$ cat config.mk
export PLATFORM = sky130hd
export DESIGN_NAME = bit_permute_pipe_flat
export DESIGN_NICKNAME = d
export VERILOG_FILES = /design/src/rtl/bit_permute_pkg.sv /design/src/rtl/bit_permute_pipe_if.sv /design/src/rtl/bit_permute_pipe_permute.sv /design/src/rtl/bit_permute_pipe.sv /design/src/flat_wrapper.sv
export SDC_FILE = /design/constraint.sdc
export NUM_CORES = 1
export LEC_CHECK = 0
export CORE_MARGIN = 2
export CORE_UTILIZATION = 40
export CTS_CLUSTER_SIZE = 14
export DETAILED_ROUTE_END_ITERATION = 16
export GPL_TIMING_DRIVEN = 1
export HOLD_SLACK_MARGIN = 0.03
export PLACE_DENSITY = 0.62
export SYNTH_ARGS = -nofsm -noshare
export SYNTH_HDL_FRONTEND = slang
export SYNTH_HIERARCHICAL = 1
export SYNTH_SLANG_ARGS = --single-unit
export TNS_END_PERCENT = 5
$ cat constraint.sdc
create_clock -name clk -period 4.04 [get_ports clk]
set_input_delay 0.808 -clock clk [delete_from_list [all_inputs] [get_ports clk]]
set_output_delay 0.808 -clock clk [all_outputs]
set_load 0.05 [all_outputs]
$ cat src/rtl/bit_permute_pkg.sv
// Shared types for the bit/byte permutation pipe.
// Mode encodings travel with each beat; fill_t is the output-queue occupancy.
// No logic lives here.
package bit_permute_pkg;

  typedef logic [1:0] mode_t;

  localparam mode_t PASS        = 2'b00;  // out = in
  localparam mode_t BITREV      = 2'b01;  // whole-word bit reverse
  localparam mode_t BYTE_BITREV = 2'b10;  // each byte bit-reversed in place
  localparam mode_t BYTESWAP    = 2'b11;  // byte order reversed, bits within bytes kept

  // Occupancy of the 2-entry output queue.
  typedef enum logic [1:0] {
    EMPTY = 2'd0,
    ONE   = 2'd1,
    FULL  = 2'd2
  } fill_t;

endpackage

$ cat src/rtl/bit_permute_pipe_if.sv
// Stream bundle for bit_permute_pipe: input beat (data + mode) and output result.
// slave = the permutation unit, master = the producer/consumer side driving it.
// Ports: in_valid/in_ready/in_data/in_mode, out_valid/out_ready/out_data.
interface bit_permute_pipe_if
  import bit_permute_pkg::*;
#(
  parameter int WIDTH = 8
);

  logic             in_valid;
  logic             in_ready;
  logic [WIDTH-1:0] in_data;
  mode_t            in_mode;
  logic             out_valid;
  logic             out_ready;
  logic [WIDTH-1:0] out_data;

  modport slave (
    input  in_valid, in_data, in_mode, out_ready,
    output in_ready, out_valid, out_data
  );

  modport master (
    output in_valid, in_data, in_mode, out_ready,
    input  in_ready, out_valid, out_data
  );

endinterface

$ cat src/rtl/bit_permute_pipe_permute.sv
// Combinational bit/byte permutation of one WIDTH-bit word selected by mode.
// Latency: 0 cycles (pure logic).
// Backpressure: none; ports: data/mode in, permuted out.
module bit_permute
  import bit_permute_pkg::*;
#(
  parameter int WIDTH = 8
) (
  input  logic [WIDTH-1:0] data,
  input  mode_t            mode,
  output logic [WIDTH-1:0] permuted
);

  localparam int NBYTES = WIDTH / 8;

  always_comb begin
    permuted = data;
    case (mode)
      PASS: begin
        permuted = data;
      end
      BITREV: begin
        for (int i = 0; i < WIDTH; i++) begin
          permuted[i] = data[WIDTH-1-i];
        end
      end
      BYTE_BITREV: begin
        for (int b = 0; b < NBYTES; b++) begin
          for (int j = 0; j < 8; j++) begin
            permuted[8*b+j] = data[8*b+7-j];
          end
        end
      end
      BYTESWAP: begin
        for (int b = 0; b < NBYTES; b++) begin
          permuted[8*b +: 8] = data[8*(NBYTES-1-b) +: 8];
        end
      end
    endcase
  end

endmodule

$ cat src/rtl/bit_permute_pipe.sv
// Handshaked bit/byte permutation with a 2-entry output queue and accepted-beat counter.
// Latency: 1 cycle from input transfer to out_valid when the queue is empty; 1 beat/cycle sustained.
// Backpressure: in_ready = queue not full, registered only (no combinational path from out_ready).
// Ports: clk, rst_n (async, active-low), bus (slave stream), beat_cnt (wrapping), busy (queue non-empty).
module bit_permute_pipe
  import bit_permute_pkg::*;
#(
  parameter int WIDTH = 8,
  parameter int CNT_W = 16
) (
  input  logic              clk,
  input  logic              rst_n,
  bit_permute_pipe_if.slave bus,
  output logic [CNT_W-1:0]  beat_cnt,
  output logic              busy
);

  if (WIDTH < 8 || (WIDTH % 8) != 0) begin : g_bad_width
    $error("bit_permute_pipe: WIDTH must be a multiple of 8 and at least 8");
  end
  if (CNT_W < 1) begin : g_bad_cnt_w
    $error("bit_permute_pipe: CNT_W must be at least 1");
  end

  logic [WIDTH-1:0] permuted;
  logic [WIDTH-1:0] mem_q [0:1];
  logic [WIDTH-1:0] mem_d [0:1];
  logic             wr_ptr_q, wr_ptr_d;
  logic             rd_ptr_q, rd_ptr_d;
  fill_t            fill_q, fill_d;
  logic [CNT_W-1:0] beat_cnt_q, beat_cnt_d;
  logic             push;
  logic             pop;

  // Permutation happens before the queue so the mode never needs storing.
  bit_permute #(.WIDTH(WIDTH)) u_permute (
    .data     (bus.in_data),
    .mode     (bus.in_mode),
    .permuted (permuted)
  );

  assign bus.in_ready  = (fill_q != FULL);
  assign bus.out_valid = (fill_q != EMPTY);
  assign bus.out_data  = mem_q[rd_ptr_q];
  assign busy          = (fill_q != EMPTY);
  assign beat_cnt      = beat_cnt_q;

  assign push = bus.in_valid && (fill_q != FULL);
  assign pop  = bus.out_ready && (fill_q != EMPTY);

  always_comb begin
    fill_d     = fill_q;
    mem_d      = mem_q;
    wr_ptr_d   = wr_ptr_q;
    rd_ptr_d   = rd_ptr_q;
    beat_cnt_d = beat_cnt_q;

    if (push) begin
      mem_d[wr_ptr_q] = permuted;
      wr_ptr_d        = ~wr_ptr_q;
      beat_cnt_d      = beat_cnt_q + CNT_W'(1);
    end
    if (pop) begin
      rd_ptr_d = ~rd_ptr_q;
    end

    // Simultaneous push and pop leaves occupancy unchanged; the pointers keep order.
    case ({push, pop})
      2'b10:   fill_d = (fill_q == EMPTY) ? ONE : FULL;
      2'b01:   fill_d = (fill_q == FULL) ? ONE : EMPTY;
      default: fill_d = fill_q;
    endcase
  end

  always_ff @(posedge clk or negedge rst_n) begin
    if (!rst_n) begin
      fill_q     <= EMPTY;
      mem_q[0]   <= '0;
      mem_q[1]   <= '0;
      wr_ptr_q   <= 1'b0;
      rd_ptr_q   <= 1'b0;
      beat_cnt_q <= '0;
    end else begin
      fill_q     <= fill_d;
      mem_q[0]   <= mem_d[0];
      mem_q[1]   <= mem_d[1];
      wr_ptr_q   <= wr_ptr_d;
      rd_ptr_q   <= rd_ptr_d;
      beat_cnt_q <= beat_cnt_d;
    end
  end

endmodule

$ cat src/flat_wrapper.sv
// flat-port wrapper written by rule: the top's interface ports become plain ports
module bit_permute_pipe_flat import bit_permute_pkg::*;
#(
  parameter int WIDTH = 8,
  parameter int CNT_W = 16
)
  (clk, rst_n, beat_cnt, busy, bus_in_valid, bus_in_data, bus_in_mode, bus_out_ready, bus_in_ready, bus_out_valid, bus_out_data);
  bit_permute_pipe_if #(.WIDTH(WIDTH)) bus_i ();
  input  logic clk;
  input  logic rst_n;
  output logic [CNT_W-1:0] beat_cnt;
  output logic busy;
  input wire logic [$bits(bus_i.in_valid)-1:0] bus_in_valid;
  input wire logic [$bits(bus_i.in_data)-1:0] bus_in_data;
  input wire logic [$bits(bus_i.in_mode)-1:0] bus_in_mode;
  input wire logic [$bits(bus_i.out_ready)-1:0] bus_out_ready;
  output wire logic [$bits(bus_i.in_ready)-1:0] bus_in_ready;
  output wire logic [$bits(bus_i.out_valid)-1:0] bus_out_valid;
  output wire logic [$bits(bus_i.out_data)-1:0] bus_out_data;
  assign bus_i.in_valid = bus_in_valid;
  assign bus_i.in_data = bus_in_data;
  assign bus_i.in_mode = bus_in_mode;
  assign bus_i.out_ready = bus_out_ready;
  assign bus_in_ready = bus_i.in_ready;
  assign bus_out_valid = bus_i.out_valid;
  assign bus_out_data = bus_i.out_data;
  bit_permute_pipe #(.WIDTH(WIDTH), .CNT_W(CNT_W)) u_core (.clk(clk), .rst_n(rst_n), .bus(bus_i), .beat_cnt(beat_cnt), .busy(busy));
endmodule
== Yosys cells after proc, flatten, opt, wreduce, memory -nomap -nowiden ==
Cells that the tools add are included.

* Register bits: 36
* Bits of input ports: 14
* Output and inout port bits: 27

* $add $sub $neg: 1
* Order comparisons: 3
* Eq/ne operators: 7
* Mux-type cells: 10
* Bitwise logic cells: 4
* Reduce and logical (&&, ||, !) cells: 9

{| class="wikitable"
|+ Operators by type and width
! operator !! count
|-
| two-way mux 8 bit || 4
|-
| adder 16 x 1 -> 16 bit, second input constant || 1
|-
| bitwise mux 16 bit || 1
|-
| one-hot mux 8 bit (2 select lines) || 1
|-
| demux 8 bit (select 1 bit) || 1
|-
| == test 2 bit, second input constant || 4
|-
| == test 2 x 1 -> 1 bit, second input constant || 2
|-
| >= comparator 2 bit, second input constant || 2
|-
| zero test 2 bit || 2
|-
| inverter 1 -> 2 bit || 2
|-
| one-hot mux 2 bit (2 select lines) || 1
|-
| nonzero test 2 bit || 2
|-
| OR reduction 2 bit || 2
|-
| logical AND 1 bit || 3
|-
| < comparator 2 x 1 -> 1 bit, second input constant || 1
|-
| two-way mux 2 bit || 1
|-
| != test 2 bit, second input constant || 1
|-
| inverter 1 bit || 2
|-
| two-way mux 1 bit || 1
|}

== Depth between registers and ports, before layout ==
Gate-level depths: netlist of run 1.

* Depth after elaboration: 6
* Mapped depth: 7
* Depth with buffers taken out: 7

== Hierarchy ==
The synthesis of run 1 kept the hierarchy.

{| class="wikitable"
|+ Modules (own cells, without submodules)
! module !! times used !! cells each !! area an instance (sq um)
|-
| bit_permute_pipe || 1 || 122 || 1,619.1
|-
| bit_permute || 1 || 10 || 115.1
|}

== Least setup slack after synthesis of run 1 ==
Ideal clock, no wire load.

* Kind: reg-to-output
* From: register u_core.rd_ptr_q
* To: output bus_out_data[0]
* Data arrival time: 1.109 ns
* Required time: 3.232 ns
* Path slack: 2.123 ns
* Stages on the path, launching flop included: 3
* Path buffers: 1
* Cells stage by stage: dfrtp_1 -> clkbuf_1 -> mux2_2

* Cells in the longest elaborated chain, start to end: 4

{| class="wikitable"
|+ Ends and longest elaborated chain
! what !! RTL line !! RTL
|-
| from (decl) || bit_permute_pipe.sv:29 || <nowiki>logic rd_ptr_q, rd_ptr_d;</nowiki>
|-
| from (signal assigned) || bit_permute_pipe.sv:88 || <nowiki>rd_ptr_q <= rd_ptr_d;</nowiki>
|-
| inverter 1 -> 2 bit (implied by the code) || bit_permute_pipe.sv:44 || <nowiki>assign bus.out_data = mem_q[rd_ptr_q];</nowiki>
|-
| two-way mux 8 bit (implied by the code) (3 in series) || bit_permute_pipe.sv:44 ||
|-
| to (decl) || flat_wrapper.sv:19 || <nowiki>output wire logic [$bits(bus_i.out_data)-1:0] bus_out_data;</nowiki>
|}

Every way passes these cells. The select of a mux whose other input is x is not followed.

== Worst setup path after layout of run 1 ==
* From: register u_core.rd_ptr_q
* To: output bus_out_data[7]

The elaborated chain is that of the path after synthesis.

==> results of run 1 <==
## sequential cells by signal, summed over array words and instances, names as in the netlist
signal           count
u_core/beat_cnt     16
u_core/fill_q        2
u_core/mem_q        16
u_core/rd_ptr_q      1
u_core/wr_ptr_q      1
## where the power goes
part	internal (mW)	leakage, nW	switching, mW
Sequential	0.496	0.449	0.123
Clock	0.183	0.0552	0.127
Combinational	0.424	0.467	0.605
Total	1.10	0.971	0.855
## worst paths after layout
kind                                            end           startpoint  cells past startpoint
worst max-delay path                bus_out_data[7]      u_core/rd_ptr_q                      2
worst min-delay path            u_core/beat_cnt[15]  u_core/beat_cnt[15]                      1
worst max register to register     u_core/fill_q[1]     u_core/fill_q[0]                      6
worst min register to register  u_core/beat_cnt[15]  u_core/beat_cnt[15]                      1
max in group asynchronous        u_core/beat_cnt[1]                rst_n                      2
min in group asynchronous           u_core/rd_ptr_q                rst_n                      2
## logic make-up (layout without fill, tap and decap cells)
family                   count (synthesis)  count (layout)
flip-flops                              36              36
multiplexers                            32              32
buffers and inverters                    7              53
AO/OA/AOI/OAI                            3               3
XOR/XNOR                                20              20
adder cells (fa/ha/maj)                  2               2
AND/OR/NAND/NOR                         32              32
## layer usage
layer	vias up	wire length [µm]	part of all wire (%)	track usage (%)
met2	32	1550	46	22.6
met3	7	182	5.4	4.22
li1	546	-	-	-
met4	0	69	2.1	7.69
met5	-	0	0	0
met1	542	1560	46	20.1
## cells in the final DEF, fill, tap and decap left out
| master | n |
|---|---|
| inv_4 | 1 |
| ha_1 | 2 |
| a21o_1 | 1 |
| nor2_8 | 1 |
| nand3_1 | 4 |
| xor2_2 | 1 |
| nor3_2 | 1 |
| mux2_2 | 32 |
| xor2_1 | 3 |
| nor2_4 | 1 |
| a21oi_1 | 2 |
| dfrtp_1 | 36 |
| nor3_1 | 1 |
| buf_4 | 1 |
| nand2_2 | 1 |
| clkbuf_8 | 5 |
| and2_1 | 2 |
| or2_2 | 1 |
| clkinv_2 | 1 |
| clkbuf_1 | 1 |
| bufinv_16 | 1 |
| nor2b_4 | 1 |
| nand2_1 | 8 |
| inv_1 | 3 |
| and3_1 | 4 |
| xnor2_1 | 16 |
| clkdlybuf4s50_1 | 40 |
| nor3_4 | 1 |
| nand4_1 | 6 |
## final cells by class
| type | count | area (µm²) |
|---|---|---|
| flip-flops and latches | 36 | 901 |
| well taps | 50 | 62.6 |
| repair buffers | 41 | 408 |
| clock buffers | 6 | 72.6 |
| inverters | 4 | 17.5 |
| fillers | 340 | 1790 |
| clock inverters | 2 | 35.0 |
| multi-input cells | 89 | 800 |
==> results.md, run 1 <==
* Synth cell types at 26
* Clock Skews at 0.00945 ns
* Routed via count at 1127
* CP max stage cell: clkdlybuf4s50_1
* Ys flop type: dfrtp_1
* Status: complete, no violations
* Effective utilization at floorplan at 42.4%
* Row cnt at 23
* EDFF count, synth at 0
* DRT Pass-1 Iters at 4
* Vias in the first global route at 1222
* Synth area leader: dfrtp_1
* DRC violations left at 0
* Required @ worst endpoint at 3.23 ns
* Io pins at 41
* Compound-Gate Fraction of Synth Area at 1.01%
* Final cell count without fillers at 228
* DPL Wire Length at 2.40 mm
* CTS tree: done
* Least-Margin Pin Slew at 0.504 ns
* RSZ-0062 raised after global routing: false
* Routed Antenna Nets at 0
* WP data arrival at 2.00 ns
* Max Freq at 0.356 GHz
* Clock transition at path regs at 0.07 ns
* Die Y at 69.8 µm
* Maximum vdd drop at 0.390 mV
* Final Total Pwr at 1.96 mW
* H-tree depth at 2
* Pre-CTS setup slack at 1.53 ns
* Setup Viol. Count Final at 0
* Die area at 4880 µm²
* CP Class: reg2out
* Slew Limit Fails at 0
* Post-Syn Area at 1730 µm²
* Sequential fraction of the synthesis area at 51.9%
* Seq cells post-synth at 36
* Worst-Skew Late Latency at 0.29 ns
* Tcrit/Tclk final at 69.5%
* Leak Pwr at 0.971 nW
* Ant diodes at 0
* Crit-path max FO at 9
* Syn Inst Count at 132
* Final WS setup at 1.23 ns
* DP Cell Count at 220
* Synth warn at 6
* R2R setup slack at 2.38 ns
* Crit path cell chain: mux2_2 > clkdlybuf4s50_1
* Remaining Overflow, GRT at 0
* Post-Synth XOR/XNOR Area at 10.5%
* Global-route wire length before repair at 5.81 mm
* Routed wire length at 3.36 mm
* Final core utilization at 56.2%
* Max Root-Sink Buffers at 2
* HP Class: reg2reg
* Adder-cell area share of the yosys netlist at 1.44%
* Mux contribution to synthesized area at 20.8%
* Hold-fix buffers, CTS at 0
* Gates resized, CTS repair at 0
* Most numerous cell in the Yosys netlist: dfrtp_1
* Slew margin rel. at 66.3%
* Number of max-cap violations at 0
* Startpoint types: flop
* Port bufs at 40
* P&R area growth vs syn at 32.4%
* Commonest cells in the netlist: 36 x dfrtp_1, 32 x mux2_2, 16 x xnor2_1, 8 x nand2_1, 6 x nand4_1
* Core ar. at 4090 µm²
* Post-synth ARST share at 100%
* Initial antenna violation count at 0
* Largest net degree at the start of global routing at 37
* Die Width at 69.8 µm
* Placed Instance Area at 2190 µm²
* Largest delay contributor family on the critical path: buffers and inverters
* Main combinational cell family by area after synthesis: multiplexers
* Postcts setup bufs at 0
* Crit path time final at 2.81 ns
* Vias per cell at 4.94
* Mapped Avg Cell Area at 13.1 µm²
* Final GP Congestion at 0.716
* Yosys top cell area share at 51.9%
* Layout cells sized above 1 at 27.5%
* DR WL/cell at 14.7 µm
* Hold WS at 0.498 ns
* Setup TNS at 0 ns
* Area contributors post-synth: dfrtp_1 52%, mux2_2 21%, xnor2_1 8.1%, nand4_1 2.2%, nand2_1 1.7%
* CP max stage delay at 0.70 ns
* Final hold viol count at 0
* Clock buffer count from CTS at 5
* Buf+Inv Stages, Crit Path at 1
* CTS Root Cell: clkbuf_8
* Finished layout cell area at 2300 µm²
* Pwr dens at 853 nW/µm²
* CTS sink cnt at 36
* Post-Synth Simple-Gate Area at 12.3%
* Worst setup EP type: primary output
* Number of DRC markers in iteration 0 at 34
* Net count reported at finish at 193
* Syn Nets at 148
* Gr usage total at 15.2%
(Power assumes the default switching activity.)
==> inputs of run 2 (changes only) <==
--- a/config.mk
+++ b/config.mk
@@ -11,7 +11,7 @@
 export DETAILED_ROUTE_END_ITERATION = 16
 export GPL_TIMING_DRIVEN = 1
 export HOLD_SLACK_MARGIN = 0.03
-export PLACE_DENSITY = 0.62
+export PLACE_DENSITY = 0.65
 export SYNTH_ARGS = -nofsm -noshare
 export SYNTH_HDL_FRONTEND = slang
 export SYNTH_HIERARCHICAL = 1
==> constraint.sdc (replaced) <==
create_clock -name clk -period 2.48 [get_ports clk]
set_input_delay 0.496 -clock clk [delete_from_list [all_inputs] [get_ports clk]]
set_output_delay 0.496 -clock clk [all_outputs]
set_load 0.05 [all_outputs]
==> run 2 against run 1 <==
- sequential share of layout area about the same
- flip-flop and latch count unchanged
- combinational power up 62%
- cell count unchanged
- setup slack worse by 1.1 ns
- clock skew down 0.0066 ns
- register-to-register slack worse by 1.5 ns
- utilization about the same
- power up 63%
- hold slack worse by 0.023 ns
- die area unchanged
- critical path type unchanged
- critical endpoint is now bus_out_data[0]
==> results.md, run 2 (synthesis results as in run 1) <==
* Worst-Skew Late Latency at 0.28 ns
* DP Cell Count at 220
* H-tree depth at 2
* Startpoint types: flop
* Least-Margin Pin Slew at 0.510 ns
* Max Freq at 0.424 GHz
* Clock transition at path regs at 0.07 ns
* Slew margin rel. at 65.9%
* Die area at 4880 µm²
* Most common cell after layout, fill and taps aside: clkdlybuf4s50_1
* CP max stage delay at 0.71 ns
* RR Startpoint: u_core/fill_q[0]
* DR WL/cell at 14.6 µm
* CP Class: reg2out
* Tcrit/Tclk final at 95.0%
* P&R area growth vs syn at 32.5%
* Net Sw Power at 1.39 mW
* DPL Wire Length at 2.36 mm
* Min-delay src: u_core/beat_cnt[15]
* Buf+Inv Stages, Crit Path at 1
* CTS Root Cell: clkbuf_8
* Largest net degree at the start of global routing at 37
* Sequential share of power at 31.8%
* WP data arrival at 1.86 ns
* Internal power at 1.80 mW
* Hold-fix buffers, CTS at 0
* Core ar. at 4090 µm²
* CP Launch Point: u_core/rd_ptr_q
* Fillers at 357
* Io pins at 41
* Routed via count at 1142
* Port bufs at 40
* CTS sink cnt at 36
* Ant diodes at 0
* Placed Instance Area at 2190 µm²
* Die Y at 69.8 µm
* Required @ worst endpoint at 1.98 ns
* Die Width at 69.8 µm
* Number of DRC markers in iteration 0 at 19
* Maximum vdd drop at 0.586 mV
* Slew Limit Fails at 0
* Pwr dens at 1390 nW/µm²
* Comb power frac at 52.5%
* Crit-path max FO at 9
* DRC violations left at 0
* Effective utilization at floorplan at 42.4%
* Final core utilization at 56.2%
* Net count reported at finish at 193
* Routed wire length at 3.34 mm
* Worst setup EP type: primary output
* Crit path time final at 2.36 ns
* Status: complete, no violations
* CP max stage cell: clkdlybuf4s50_1
* Clock Skews at 0.00282 ns
* Clock network power share at 15.7%
* Pre-CTS setup slack at 0.262 ns
* Crit path cell chain: mux2_2 > clkdlybuf4s50_1
* RSZ-0062 raised after global routing: false
* Vias in the first global route at 1239
* Postcts setup bufs at 0
* Remaining Overflow, GRT at 0
* Sw Ratio at 43.6%
* Most frequent cells in the layout: 40 x clkdlybuf4s50_1, 35 x dfrtp_1, 32 x mux2_2
* Setup TNS at 0 ns
* DRT Pass-1 Iters at 4
* Initial antenna violation count at 0
* Setup Viol. Count Final at 0
* Finished layout cell area at 2300 µm²
* Leak Pwr at 0.970 nW
* Row cnt at 23
* Gr usage total at 14.9%
* Vias per cell at 5.01
* Routed Antenna Nets at 0
* Global-route wire length before repair at 5.73 mm
* Final cell count without fillers at 228
* Number of max-cap violations at 0
* Layout cells sized above 1 at 28.1%
* Max Root-Sink Buffers at 2
* Final hold viol count at 0
* CTS tree: done
* Final GP Congestion at 0.724
* Clock buffer count from CTS at 5
* HP Class: reg2reg
* Final WS setup at 0.124 ns
* Largest delay contributor family on the critical path: buffers and inverters
## run 2: final timing paths
| path | cells after the start | slack (ns) | endpoint |
|---|---|---|---|
| max | 2 | 0.12 | bus_out_data[0] |
| min | 1 | 0.48 | u_core/beat_cnt[15] |
| max reg2reg | 6 | 0.84 | u_core/fill_q[1] |
| min reg2reg | 1 | 0.48 | u_core/beat_cnt[15] |
| max in group asynchronous | 2 | 1.52 | u_core/rd_ptr_q |
| min in group asynchronous | 2 | 0.62 | u_core/mem_q[12] |
## run 2: area by class of cell
cell class / count / area, µm² / share of cell area [%]
tap: 50 / 62.6 / 2.72
inverter: 4 / 17.5 / 0.763
sequential: 36 / 902 / 39.3
clock inverter: 2 / 35.0 / 1.53
multi-input combinational: 89 / 800 / 34.8
clock buffer: 6 / 72.6 / 3.16
timing repair buffer: 41 / 408 / 17.8
## run 2: through the flow
stage,power [mW],hold WS (ns)
final,3.19,0.475
after floorplan,2.21,0.200
after CTS,3.23,0.483
after global placement,2.66,0.470
after global routing,3.36,0.501
after detailed placement,2.71,0.466
## run 2: routing by layer
metal	vias to the layer above	track usage (%)	part of all wire [%]
met4	0	4.49	0.87
met2	31	23.9	48
met1	564	18.4	46
li1	542	-	-
met5	-	0	0
met3	5	5.96	5.4
## run 2: timing repair
item / 4_1_cts / 5_1_grt
endpoints found under the hold margin: 0 / 0
resized for setup: 1 / 0
setup endpoints to repair: 8 / 0
## run 2: power by group through the flow
stage / logic [mW] / clock network [mW] / registers (mW)
2_1_floorplan: 1.08 / 0 / 1.13
3_3_place_gp: 1.66 / 0 / 1.01
3_5_place_dp: 1.69 / 0 / 1.02
4_1_cts: 1.69 / 0.518 / 1.02
5_1_grt: 1.76 / 0.546 / 1.05
6_report: 1.67 / 0.500 / 1.01
